$ cat src/rtl/i2c_sfp_pkg.sv
// Shared encodings and fixed I2C addresses for the SFP access sequencer.
// Covers byte-controller opcodes, error codes, the PCA9548A switch and the SFP EEPROM pages.
package i2c_sfp_pkg;

    typedef enum logic [1:0] {
        OP_SW_WR  = 2'd0,
        OP_REG_RD = 2'd1,
        OP_REG_WR = 2'd2
    } i2c_op_e;

    typedef enum logic [1:0] {
        ERR_NONE    = 2'd0,
        ERR_BAD_REQ = 2'd1,
        ERR_XFER    = 2'd2,
        ERR_DESEL   = 2'd3
    } err_code_e;

    // PCA9548A base; the two LSBs are the strap pins A1:A0 (A2 is tied low)
    localparam logic [6:0] PCA_BASE_ADR = 7'b1110000;
    localparam logic [6:0] SFP_A0_ADR   = 7'h50;
    localparam logic [6:0] SFP_A2_ADR   = 7'h51;

    function automatic logic [7:0] pca_dev_adr(input logic [1:0] loc);
        return {PCA_BASE_ADR[6:2], loc, 1'b0};
    endfunction

    function automatic logic [7:0] sfp_dev_adr(input logic map_sel);
        return {(map_sel ? SFP_A2_ADR : SFP_A0_ADR), 1'b0};
    endfunction

endpackage

$ cat src/rtl/i2c_sfp_access_timer.sv
// Per-byte wait timer: cleared while a byte is issued, counts while waiting.
// The expiry flag rises on the TIMEOUT_CYC-th waiting cycle and then holds.
module i2c_wait_timer #(
    parameter int TIMEOUT_CYC = 250000
) (
    input  logic clk,
    input  logic reset,
    input  logic clear,
    input  logic enable,
    output logic expired
);
    localparam int TW = $clog2(TIMEOUT_CYC + 1);
    localparam logic [TW-1:0] LAST = TW'(TIMEOUT_CYC - 1);

    logic [TW-1:0] count_r;

    // Wait-cycle counter, saturating at its expiry value
    always_ff @(posedge clk) begin
        if (reset) begin
            count_r <= '0;
        end else if (clear) begin
            count_r <= '0;
        end else if (enable && (count_r != LAST)) begin
            count_r <= count_r + 1'b1;
        end else begin
            count_r <= count_r;
        end
    end

    assign expired = (count_r == LAST);

endmodule

$ cat src/rtl/i2c_sfp_access.sv
// I2C access sequencer for FMC-mounted SFPs: select switch channel, move bytes to or
// from the EEPROM page with per-byte retry and timeout, then always deselect the switch.
module i2c_sfp_access
    import i2c_sfp_pkg::*;
#(
    parameter  int MAX_BYTES   = 16,
    parameter  int RETRIES     = 2,
    parameter  int TIMEOUT_CYC = 250000,
    localparam int NB          = $clog2(MAX_BYTES + 1)
) (
    input  logic                   clk,
    input  logic                   reset,
    input  logic                   start,
    input  logic                   rw,
    input  logic [1:0]             fmc_loc,
    input  logic [2:0]             mux_chan,
    input  logic                   map_sel,
    input  logic [7:0]             start_adr,
    input  logic [NB-1:0]          num_bytes,
    input  logic [8*MAX_BYTES-1:0] wr_data,
    output logic [8*MAX_BYTES-1:0] rd_data,
    output logic                   busy,
    output logic                   done,
    output logic                   error,
    output logic [1:0]             err_code,
    output logic [1:0]             i2c_op,
    output logic [7:0]             i2c_dev_adr,
    output logic [7:0]             i2c_reg_adr,
    output logic [7:0]             i2c_wr_dat,
    output logic                   i2c_start,
    input  logic                   i2c_done,
    input  logic                   i2c_error,
    input  logic [7:0]             i2c_rd_dat
);
    localparam logic [3:0] ST_IDLE    = 4'd0;
    localparam logic [3:0] ST_CHECK   = 4'd1;
    localparam logic [3:0] ST_SEL     = 4'd2;
    localparam logic [3:0] ST_SEL_W   = 4'd3;
    localparam logic [3:0] ST_XFER    = 4'd4;
    localparam logic [3:0] ST_XFER_W  = 4'd5;
    localparam logic [3:0] ST_NEXT    = 4'd6;
    localparam logic [3:0] ST_DESEL   = 4'd7;
    localparam logic [3:0] ST_DESEL_W = 4'd8;
    localparam logic [3:0] ST_DONE    = 4'd9;
    localparam logic [3:0] ST_FAIL    = 4'd10;

    localparam int RW = $clog2(RETRIES + 2);

    logic [3:0]             state_r;
    logic [3:0]             issue_r;
    logic                   rw_r;
    logic [1:0]             loc_r;
    logic [2:0]             chan_r;
    logic                   map_r;
    logic [7:0]             adr_r;
    logic [NB-1:0]          num_r;
    logic [8*MAX_BYTES-1:0] wdat_r;
    logic [NB-1:0]          idx_r;
    logic [RW-1:0]          retry_r;

    logic                   busy_r;
    logic                   done_r;
    logic                   error_r;
    logic [1:0]             err_code_r;
    logic [1:0]             op_r;
    logic [7:0]             dev_r;
    logic [7:0]             reg_r;
    logic [7:0]             wdt_r;
    logic                   start_r;
    logic [8*MAX_BYTES-1:0] rd_r;

    logic       wait_s;
    logic       issue_s;
    logic       expired_s;
    logic       ok_s;
    logic       fail_s;
    logic       bad_s;
    logic       last_s;
    logic       can_retry_s;
    logic       load_s;
    logic [1:0] op_s;
    logic [7:0] dev_s;
    logic [7:0] reg_s;
    logic [7:0] wdt_s;

    assign wait_s  = (state_r == ST_SEL_W) || (state_r == ST_XFER_W) || (state_r == ST_DESEL_W);
    assign issue_s = (state_r == ST_SEL) || (state_r == ST_XFER) || (state_r == ST_DESEL);

    // A simultaneous done and error is treated as an error
    assign ok_s        = wait_s && i2c_done && !i2c_error;
    assign fail_s      = wait_s && (i2c_error || (expired_s && !i2c_done));
    assign bad_s       = (num_r == {NB{1'b0}}) || (num_r > NB'(MAX_BYTES));
    assign last_s      = (idx_r == (num_r - 1'b1));
    assign can_retry_s = (int'(retry_r) < RETRIES);
    assign load_s      = ((state_r == ST_CHECK) && !bad_s) || (state_r == ST_NEXT);

    i2c_wait_timer #(
        .TIMEOUT_CYC (TIMEOUT_CYC)
    ) u_timer (
        .clk     (clk),
        .reset   (reset),
        .clear   (issue_s),
        .enable  (wait_s),
        .expired (expired_s)
    );

    // Byte-controller operands for whichever issue state is entered next
    always_comb begin
        op_s  = OP_SW_WR;
        dev_s = pca_dev_adr(loc_r);
        reg_s = 8'h00;
        wdt_s = 8'h00;
        case (issue_r)
            ST_SEL: begin
                reg_s = 8'h01 << chan_r;
            end
            ST_XFER: begin
                op_s  = rw_r ? OP_REG_WR : OP_REG_RD;
                dev_s = sfp_dev_adr(map_r);
                reg_s = adr_r + 8'(idx_r);
                wdt_s = rw_r ? wdat_r[{idx_r, 3'b000} +: 8] : 8'h00;
            end
            default: begin
                reg_s = 8'h00;
            end
        endcase
    end

    // Sequencer state, request capture, retry counting and error latching
    always_ff @(posedge clk) begin
        if (reset) begin
            state_r    <= ST_IDLE;
            issue_r    <= ST_IDLE;
            rw_r       <= 1'b0;
            loc_r      <= 2'd0;
            chan_r     <= 3'd0;
            map_r      <= 1'b0;
            adr_r      <= 8'h00;
            num_r      <= '0;
            wdat_r     <= '0;
            idx_r      <= '0;
            retry_r    <= '0;
            busy_r     <= 1'b0;
            done_r     <= 1'b0;
            error_r    <= 1'b0;
            err_code_r <= ERR_NONE;
        end else begin
            done_r  <= 1'b0;
            error_r <= 1'b0;
            case (state_r)
                ST_IDLE: begin
                    if (start) begin
                        rw_r       <= rw;
                        loc_r      <= fmc_loc;
                        chan_r     <= mux_chan;
                        map_r      <= map_sel;
                        adr_r      <= start_adr;
                        num_r      <= num_bytes;
                        wdat_r     <= wr_data;
                        idx_r      <= '0;
                        retry_r    <= '0;
                        issue_r    <= ST_SEL;
                        busy_r     <= 1'b1;
                        err_code_r <= ERR_NONE;
                        state_r    <= ST_CHECK;
                    end
                end
                ST_CHECK: begin
                    if (bad_s) begin
                        err_code_r <= ERR_BAD_REQ;
                        error_r    <= 1'b1;
                        state_r    <= ST_FAIL;
                    end else begin
                        state_r <= issue_r;
                    end
                end
                ST_SEL:   state_r <= ST_SEL_W;
                ST_XFER:  state_r <= ST_XFER_W;
                ST_DESEL: state_r <= ST_DESEL_W;
                ST_SEL_W, ST_XFER_W, ST_DESEL_W: begin
                    if (ok_s) begin
                        retry_r <= '0;
                        case (state_r)
                            ST_SEL_W: begin
                                idx_r   <= '0;
                                issue_r <= ST_XFER;
                                state_r <= ST_NEXT;
                            end
                            ST_XFER_W: begin
                                if (last_s) begin
                                    issue_r <= ST_DESEL;
                                end else begin
                                    idx_r   <= idx_r + 1'b1;
                                    issue_r <= ST_XFER;
                                end
                                state_r <= ST_NEXT;
                            end
                            default: begin
                                if (err_code_r == ERR_NONE) begin
                                    done_r  <= 1'b1;
                                    state_r <= ST_DONE;
                                end else begin
                                    error_r <= 1'b1;
                                    state_r <= ST_FAIL;
                                end
                            end
                        endcase
                    end else if (fail_s) begin
                        if (can_retry_s) begin
                            // issue_r still names the byte in flight, so NEXT re-issues it
                            retry_r <= retry_r + 1'b1;
                            state_r <= ST_NEXT;
                        end else if (state_r == ST_DESEL_W) begin
                            retry_r <= '0;
                            if (err_code_r == ERR_NONE) begin
                                err_code_r <= ERR_DESEL;
                            end else begin
                                err_code_r <= err_code_r;
                            end
                            error_r <= 1'b1;
                            state_r <= ST_FAIL;
                        end else begin
                            retry_r    <= '0;
                            err_code_r <= ERR_XFER;
                            issue_r    <= ST_DESEL;
                            state_r    <= ST_NEXT;
                        end
                    end else begin
                        state_r <= state_r;
                    end
                end
                ST_NEXT: state_r <= issue_r;
                ST_DONE, ST_FAIL: begin
                    busy_r  <= 1'b0;
                    state_r <= ST_IDLE;
                end
                default: begin
                    busy_r  <= 1'b0;
                    state_r <= ST_IDLE;
                end
            endcase
        end
    end

    // Byte-controller request registers, loaded on entry to an issue state
    always_ff @(posedge clk) begin
        if (reset) begin
            op_r    <= OP_SW_WR;
            dev_r   <= 8'h00;
            reg_r   <= 8'h00;
            wdt_r   <= 8'h00;
            start_r <= 1'b0;
        end else if (load_s) begin
            op_r    <= op_s;
            dev_r   <= dev_s;
            reg_r   <= reg_s;
            wdt_r   <= wdt_s;
            start_r <= 1'b1;
        end else begin
            start_r <= 1'b0;
        end
    end

    // Read buffer: cleared on each accepted request, filled byte by byte
    always_ff @(posedge clk) begin
        if (reset) begin
            rd_r <= '0;
        end else if ((state_r == ST_IDLE) && start) begin
            rd_r <= '0;
        end else if (ok_s && (state_r == ST_XFER_W) && !rw_r) begin
            rd_r[{idx_r, 3'b000} +: 8] <= i2c_rd_dat;
        end else begin
            rd_r <= rd_r;
        end
    end

    assign rd_data     = rd_r;
    assign busy        = busy_r;
    assign done        = done_r;
    assign error       = error_r;
    assign err_code    = err_code_r;
    assign i2c_op      = op_r;
    assign i2c_dev_adr = dev_r;
    assign i2c_reg_adr = reg_r;
    assign i2c_wr_dat  = wdt_r;
    assign i2c_start   = start_r;

endmodule

$ cat config.mk
export PLATFORM = sky130hd
export DESIGN_NAME = i2c_sfp_access
export DESIGN_NICKNAME = d
export VERILOG_FILES = /design/src/rtl/i2c_sfp_pkg.sv /design/src/rtl/i2c_sfp_access_timer.sv /design/src/rtl/i2c_sfp_access.sv
export SDC_FILE = /design/constraint.sdc
export NUM_CORES = 1
export LEC_CHECK = 0
export CORE_MARGIN = 4
export CORE_UTILIZATION = 46
export DETAILED_ROUTE_END_ITERATION = 6
export PLACE_DENSITY = 0.86
export SLEW_MARGIN = 30
export SYNTH_ARGS = -nofsm -noshare
export SYNTH_HDL_FRONTEND = slang
export SYNTH_SLANG_ARGS = --single-unit
$ cat constraint.sdc
create_clock -name clk -period 3.5 [get_ports clk]
set_clock_uncertainty 0.15 [all_clocks]
set_input_delay 0.7 -clock clk [delete_from_list [all_inputs] [get_ports clk]]
set_output_delay 0.7 -clock clk [all_outputs]
set_load 0.01 [all_outputs]
==> results of run 1 <==
-- cells in the final DEF (no fill, tap or decap), types with 10 or more instances in the layout --
cell | Yosys | layout
nand3_1 | 70 | 70
clkdlybuf4s50_1 | 0 | 316
mux2i_1 | 70 | 70
mux4_2 | 32 | 32
buf_4 | 5 | 21
a31o_2 | 11 | 11
xnor2_1 | 16 | 16
a21oi_1 | 205 | 205
and3_1 | 16 | 16
nand2_1 | 393 | 393
nor2_1 | 154 | 152
dfxtp_1 | 336 | 334
clkbuf_8 | 0 | 10
nor3_1 | 18 | 18
o21ai_0 | 21 | 21
xor2_1 | 14 | 14
ha_1 | 13 | 13
clkbuf_16 | 0 | 36
inv_1 | 15 | 15
-- cell families (layout without fill, tap and decap cells) --
group                      after synthesis  in the layout  share of synthesized area
adders and majority gates               15             15                     0.0135
AOI/OAI and AO/OA                      313            313                      0.127
DFF                                    336            336                      0.470
and+or+nand+nor                        724            724                      0.225
muxes                                  111            111                      0.106
buffers and inverters                  127            422                     0.0372
xor gates and xnor gates                31             31                     0.0195
other                                    1              5                   0.000262
-- worst max-delay path: stages --
cell	delay, ns
clkdlybuf4s50_1	0.60
nor4bb_1	0.49
a22oi_2	0.22
nor4_4	0.50
nand2_1	0.45
a31o_2	0.38
-- flip-flops by register name, indices dropped and copies added (netlist names), 3 cells and up --
register and count:
issue_r 3, i2c_wr_dat 8, num_r 5, u_timer.count_r 18
i2c_dev_adr 4, rd_data 128, i2c_reg_adr 8, idx_r 5
adr_r 8, state_r 4, chan_r 3, wdat_r 128
-- worst max path at each step --
stage	start	endpoint	depth (start not counted)
after floorplan	idx_r[1]$_SDFFE_PP0P_	rd_data[39]$_SDFFE_PP0P_	11
after global placement	i2c_done	rd_data[119]$_SDFFE_PP0P_	6
after detailed placement	i2c_done	rd_data[112]$_SDFFE_PP0P_	6
after CTS	i2c_done	rd_data[112]$_SDFFE_PP0P_	6
after global routing	i2c_done	rd_data[119]$_SDFFE_PP0P_	6
final	i2c_done	rd_data[112]$_SDFFE_PP0P_	6
-- final cells by class --
type                       count  area [um^2]  area share
sequential                   336         6730       0.354
multi-input combinational   1197         7070       0.371
tap                          396          495      0.0260
inverter                      17         63.8     0.00335
clock buffer                  50         1050      0.0553
clock inverter                13          214      0.0112
timing repair buffer         342         3400       0.179
antenna                        2         5.00    0.000263
-- stage by stage --
| step | setup WS [ns] | hold slack (ns) |
|---|---|---|
| floorplan | 0.127 | 0.283 |
| global placement | 0.0499 | 0.289 |
| detailed placement | -0.0227 | 0.293 |
| CTS | 0.474 | 0.302 |
| global route | 0.270 | 0.325 |
| finish | 0.388 | 0.300 |
-- power by group --
part	total, mW	leakage (nW)	internal (mW)	switching (mW)
clock	4.02	0.615	2.48	1.55
sequential	4.70	2.73	4.34	0.358
combinational	2.69	3.68	1.07	1.62
total	11.4	7.02	7.89	3.53
-- cell usage after synthesis (all sizes together) (4+ instances only) --
master    n
or3       4
or2       4
nor2b     4
mux2      9
nor4     14
dfxtp   336
nand3    70
nor3b     5
a31o     18
nor3     18
buf      37
nor4b     6
ha       13
nand2b    5
a31oi     8
a211oi    7
mux2i    70
o211ai    9
xor2     15
nand4     7
xnor2    16
and3     16
clkbuf   73
inv      16
mux4     32
or4       4
o21ai    31
nand2   393
nor2    156
a21oi   205
a21o      4
and2      9
-- per-layer routing --
| layer | vias up | share of wire |
|---|---|---|
| li1 | 6241 | - |
| met1 | 6217 | 0.39 |
| met2 | 590 | 0.48 |
| met3 | 139 | 0.072 |
| met4 | 0 | 0.052 |
| met5 | - | 0 |
==> results.txt, run 1 <==
- Seq cells post-synth: 336
- Clock buffers created by TritonCTS: 35
* Detail-routed via count per cell: 5.60
- Number of maximum-capacitance constraint violations: 0
- Register-to-register path setup slack: 0.51 ns
* Total via count after detailed routing: 13200
- Total wirelength of the detailed-routed design: 42200 um
* Nets: 2104
- Number of sinks handled by clock tree synthesis: 336
- Buffers placed on the I/O ports in this run total 317.
* Leakage Power: 7.02 nW
* Number of standard cells in the final layout excluding fillers: 2353
* Post-synth top area share: 0.470
- HPWL after detailed placement: 29600 um
- Post-Syn Instances: 1658
- Placed cell areas: 0.0178 mm^2
- Power density relative to cell area: 599 mW/mm^2
- In this run the most used layer during global routing was met2.
- Pre-antenna DRT Iters: 6
- Routability-driven placement finished with a final weighted congestion of 0.907.
* Share of cells above drive strength 1: 0.0839
* Result of the run: completed
- TritonCTS clock tree: done
- The share of the Yosys chip area taken by registers is 0.470.
* Capture instance of the worst register-to-register path: rd_data[112]$_SDFFE_PP0P_
* Fin area: 0.0190 mm^2
- CTS clock-pin slew for the worst setup and hold paths: 0.06 ns
* Pin count of the biggest net entering global routing: 188
- For this run, the total global-route usage over all layers was measured as 0.236.
- Critical Path Sink Type: register
* # DRC: 0
- Startpoint kind of the worst setup timing path: input port
* Post-cts hold buffer count: 0
- In the synthesized netlist the dominant register cell turns out to be dfxtp_1.
* Die extent in x: 184 um
- Met1 capacity usage during global routing: 0.289
* HP Start: wdat_r[20]$_SDFFE_PP0P_
* Transition time at the pin with the least slew margin: 0.872 ns
- The synthesized design contains 0 enable-type register cells.
- Largest area contributor in the netlist: dfxtp_1
- After the first detailed-routing iteration, the DRC count stood at 1071.
- Async set or reset register ratio after synthesis: 0
- Site row count: 64
- In this run the remaining antenna-violating nets after routing total 0.
- Each instance of the synthesized netlist takes up on average 8.62 um^2.
- Number of failing setup endpoints in the final timing report: 0
- Maximum fanout count along the critical path: 16
* Met2 GRT Util: 0.402
- Cell total after placement: 2288
- The max-slew violation count was 0.
* Mapped Area: 0.0143 mm^2
- CTS root buf: clkbuf_16
- For this run the aggregate overflow at the end of global routing stands at 0.
* Startpoint of the most critical register-to-register path: state_r[2]$_SDFFE_PP0P_
- In the final timing run, aggregate negative setup slack is 0 ns.
- Dividing the final minimum period by the clock period gives 0.889.
* Total count of hold-check failures in the final report: 0
- Count of boundary I/O pins: 321
- Synth-to-Final Area Change: 33.1%
- The floorplan step defined a die boundary enclosing 0.0340 mm^2.
* Post-CTS Setup Bufs: 0
- For this configuration, the core starts out at a cell density of 0.467.
- The design draws 11.4 mW.
* Min cycle time layout: 3.11 ns
* Arrival time of data at the critical path endpoint: 3.35 ns
- The number of antenna violations at the first check in global routing is 2.
- After filler insertion, the fill cell instance count of the layout stands at 2420.
- Cts repair resizes: 0
* Worst min-delay path class: reg2reg
- Met3 Usage GRT: 0.0434
- The first global-routing pass estimated 65700 um of wire.
- Wire length per cell after detailed routing: 18.0 um
- The path with the worst hold slack has its endpoint at wdat_r[20]$_SDFFE_PP0P_.
- Fmax achieved: 321 MHz
- Clock latency on the worst-skew pair, taken at its later pin, is 0.51 ns.
- Number of instances on the worst hold path: 2
- Core Util, Final: 0.622
- CORE AREA: 0.0306 mm^2
* Depth of the most critical reg-to-reg path: 5
- Total number of yosys warnings: 0
- The synthesized netlist contains 79 unique library cells.
* Crit path required time: 3.74 ns
* Number of global-route vias before repair: 13000
- Headroom to the max-slew limit came out at 0.419.
* Largest cells by area after synthesis: dfxtp_1 (47%), nand2_1 (10%), a21oi_1 (7.2%)
* Number of levels in the clock H-tree: 2
- Critical Setup Path Class: in2reg
- The clock passes through at most 3 buffers.
- Across the VDD grid, the largest voltage drop is 381 uV.
* Vert. Die Dim: 184 um
- Unrepaired setup endpoints after global routing: false
Power figures use the tool's default switching activity.
==> run 2: changes to the inputs <==
Settings changed: SETUP_SLACK_MARGIN from default to 0.5.
==> run 2 against run 1 <==
Sequential share of layout area down 0.082 points. Fmax up 9.6%. Global-route usage rose by 0.42 points. Count of clock-buffer cells in the layout increased by 3. Design area is 0.27% higher. Non-clock buffer count rose by 3. Power is 1.0% lower. Cell count rose by 0.25%. Core utilization is 0.17 points higher. Clock power is 4% lower. First-iteration DRC count shrank 1.3%. Sequential power about the same. Critical path type is now reg2reg. Critical endpoint is now rd_data[70]$_SDFFE_PP0P_.
==> results.txt, run 2 (same netlist as run 1, synthesis figures left out) <==
* Number of diodes added for antenna fixing: 0 (-2)
- The level count of the clock H-tree was 2 (unchanged).
- Fmax achieved: 352 MHz (+9.6%)
- The final HPWL from detailed placement is 29800 um (+0.39%).
- Worst-Skew Late Latency: 0.53 ns (+0.02 ns)
- The run finished with clean final reports.
- STA classifies the critical path endpoint as a register.
* Arrival time of data at the critical path endpoint: 3.07 ns (-0.28 ns)
- Count of buffers from port buffering: 317 (unchanged)
* Startpoint kind of the worst setup timing path: register
* Synth-to-Final Area Change: 33.5%
* Pre-antenna DRT Iters: 5 (-1)
- Antenna violations before repair: 0 (-2)
* Core Util, Final: 0.624 (+0.00168)
- CORE AREA: 0.0306 mm^2 (unchanged)
* Share of cells above drive strength 1: 0.0922 (+0.00832)
* Count of fill cells added during filler insertion: 2410 (-0.41%)
- Die Outline Area: 0.0340 mm^2 (unchanged)
* Setup TNS: 0 ns (unchanged)
* Total wirelength of the detailed-routed design: 42900 um (+1.6%)
- The required time of the critical path was 3.73 ns (about the same).
- The maximum ir drop on the vdd rail was 476 uV (+25%).
- Routed Antenna Nets: 0 (unchanged)
- The via-per-instance ratio was 5.62 (+0.24%).
* PnR Total Power: 11.3 mW (-1.0%)
- # DRC: 0 (unchanged)
- Sequential standard cell area: 0.00673 mm^2 (about the same)
* Die extent in x: 184 um (unchanged)
- The worst setup path is of the reg2reg kind.
- CTS root buf: clkbuf_16
- Power density relative to cell area: 592 mW/mm^2 (-1.3%)
- The largest driver fanout on the critical path was 32 (+16).
* Nets: 2109 (+0.24%)
* First-pass GRT wire length: 66600 um (+1.3%)
- Most frequent standard cell in the layout excluding fill and tap cells: nand2_1
- The total congestion overflow after global routing is 0 (unchanged).
- Transition time at the pin with the least slew margin: 0.822 ns (-0.0500 ns)
- Min cycle time layout: 2.84 ns (-0.273 ns)
* Vert. Die Dim: 184 um (unchanged)
- Placed cell areas: 0.0178 mm^2 (about the same)
* Worst min-delay path class: reg2reg
* Number of sinks handled by clock tree synthesis: 336 (unchanged)
* Maximum clock path buffer count: 3 (unchanged)
- Site row count: 64 (unchanged)
* Total area of multi-input combinational cells: 0.00713 mm^2 (+0.80%)
* Detailed Route Iter0 Violations: 1057 (-1.3%)
- Global routing usage summed across all routing layers: 0.241 (+0.00418)
- Hold slack final: 0.303 ns (+0.00307 ns)
* Slew HR: 0.452 (+0.0333)
- The total vias in the final route is 13300 (+0.49%).
* Wire length per cell after detailed routing: 18.2 um (+1.4%)
- GP Congestion: 0.879 (-3.1%)
- Fin area: 0.0191 mm^2 (+0.27%)
* Effective utilization at floorplan: 0.467 (unchanged)
* Clock buffers created by TritonCTS: 37 (+5.7%)
* TritonCTS clock tree: done
* Top library cells by usage in the layout, fill and taps aside: nand2_1 (391), dfxtp_1 (332), clkdlybuf4s50_1 (316), a21oi_1 (205), nor2_1 (152)
- Part of the cycle the worst path needs: 0.811 (-0.0781)
- The final-report setup violation count came to 0 (unchanged).
* Pin count of the biggest net entering global routing: 188 (unchanged)
- The number of global-route vias before repair is 12700 (-2.2%).
- Final slew viol count: 0 (unchanged)
- The number of max-cap violations is 0 (unchanged).
- Leakage Power: 7.05 nW (+0.45%)
- Unrepaired setup endpoints after global routing: false
- The clock transition at the registers of the reported paths was 0.06 ns (about the same).
- The I/O pin count came to 321 (unchanged).
- Total count of hold-check failures in the final report: 0 (unchanged)
-- run 2: layer usage --
layer  GRT usage  vias to the layer above  routed length [um]  share of wire
li1            -                     6249                   -              -
met3      0.0468                      134                3460          0.081
met4       0.106                        0                1960          0.046
met5           0                        -                   0              0
met1       0.294                     6269               16400           0.38
met2       0.413                      600               21100           0.49
-- run 2: timing repair --
item | CTS | global route
pin swaps | 0 | 2
setup buffers | 0 | 4
resized for setup | 4 | 9
hold buffers | 0 | 0
endpoints found under the setup margin | 25 | 66
hold endpoints to repair | 0 | 0
-- run 2: path summary, 6_finish.rpt --
| check | start | to | slack, ns | depth (start not counted) |
|---|---|---|---|---|
| setup / recovery | idx_r[1]$_SDFFE_PP0P_ | rd_data[70]$_SDFFE_PP0P_ | 0.66 | 8 |
| setup reg to reg | idx_r[1]$_SDFFE_PP0P_ | rd_data[70]$_SDFFE_PP0P_ | 0.66 | 8 |
| hold reg to reg | wdat_r[112]$_SDFFE_PP0P_ | wdat_r[112]$_SDFFE_PP0P_ | 0.30 | 2 |
| hold / removal | wdat_r[112]$_SDFFE_PP0P_ | wdat_r[112]$_SDFFE_PP0P_ | 0.30 | 2 |
-- run 2: power breakdown --
part	switching, mW	leakage (nW)	internal (mW)	total (mW)
Clock	1.61	0.602	2.23	3.84
Combinational	1.64	3.72	1.10	2.74
Sequential	0.371	2.73	4.34	4.71
Total	3.62	7.05	7.68	11.3
-- run 2: area by class of cell --
class                      count  area share
timing repair buffer         345       0.181
multi-input combinational   1197       0.373
clock inverter                15     0.00590
inverter                      17     0.00341
sequential                   336       0.353
clock buffer                  53      0.0581
tap                          396      0.0260
-- run 2: through the flow --
stage	setup WS, ns	cells
2_1_floorplan	0.546	1660
3_3_place_gp	0.175	2287
3_5_place_dp	0.0513	2287
4_1_cts	0.500	2355
5_1_grt	0.481	2359
6_report	0.662	2359
-- run 2: worst max-delay path: stages (launching register included) --
cell and delay [ns]:
dfxtp_2 0.32, buf_4 0.28, nor3_1 0.47, xor2_2 0.24, nor4_4 0.32, nor4b_2 0.33
buf_4 0.26, mux2i_1 0.23, nor2_1 0.07
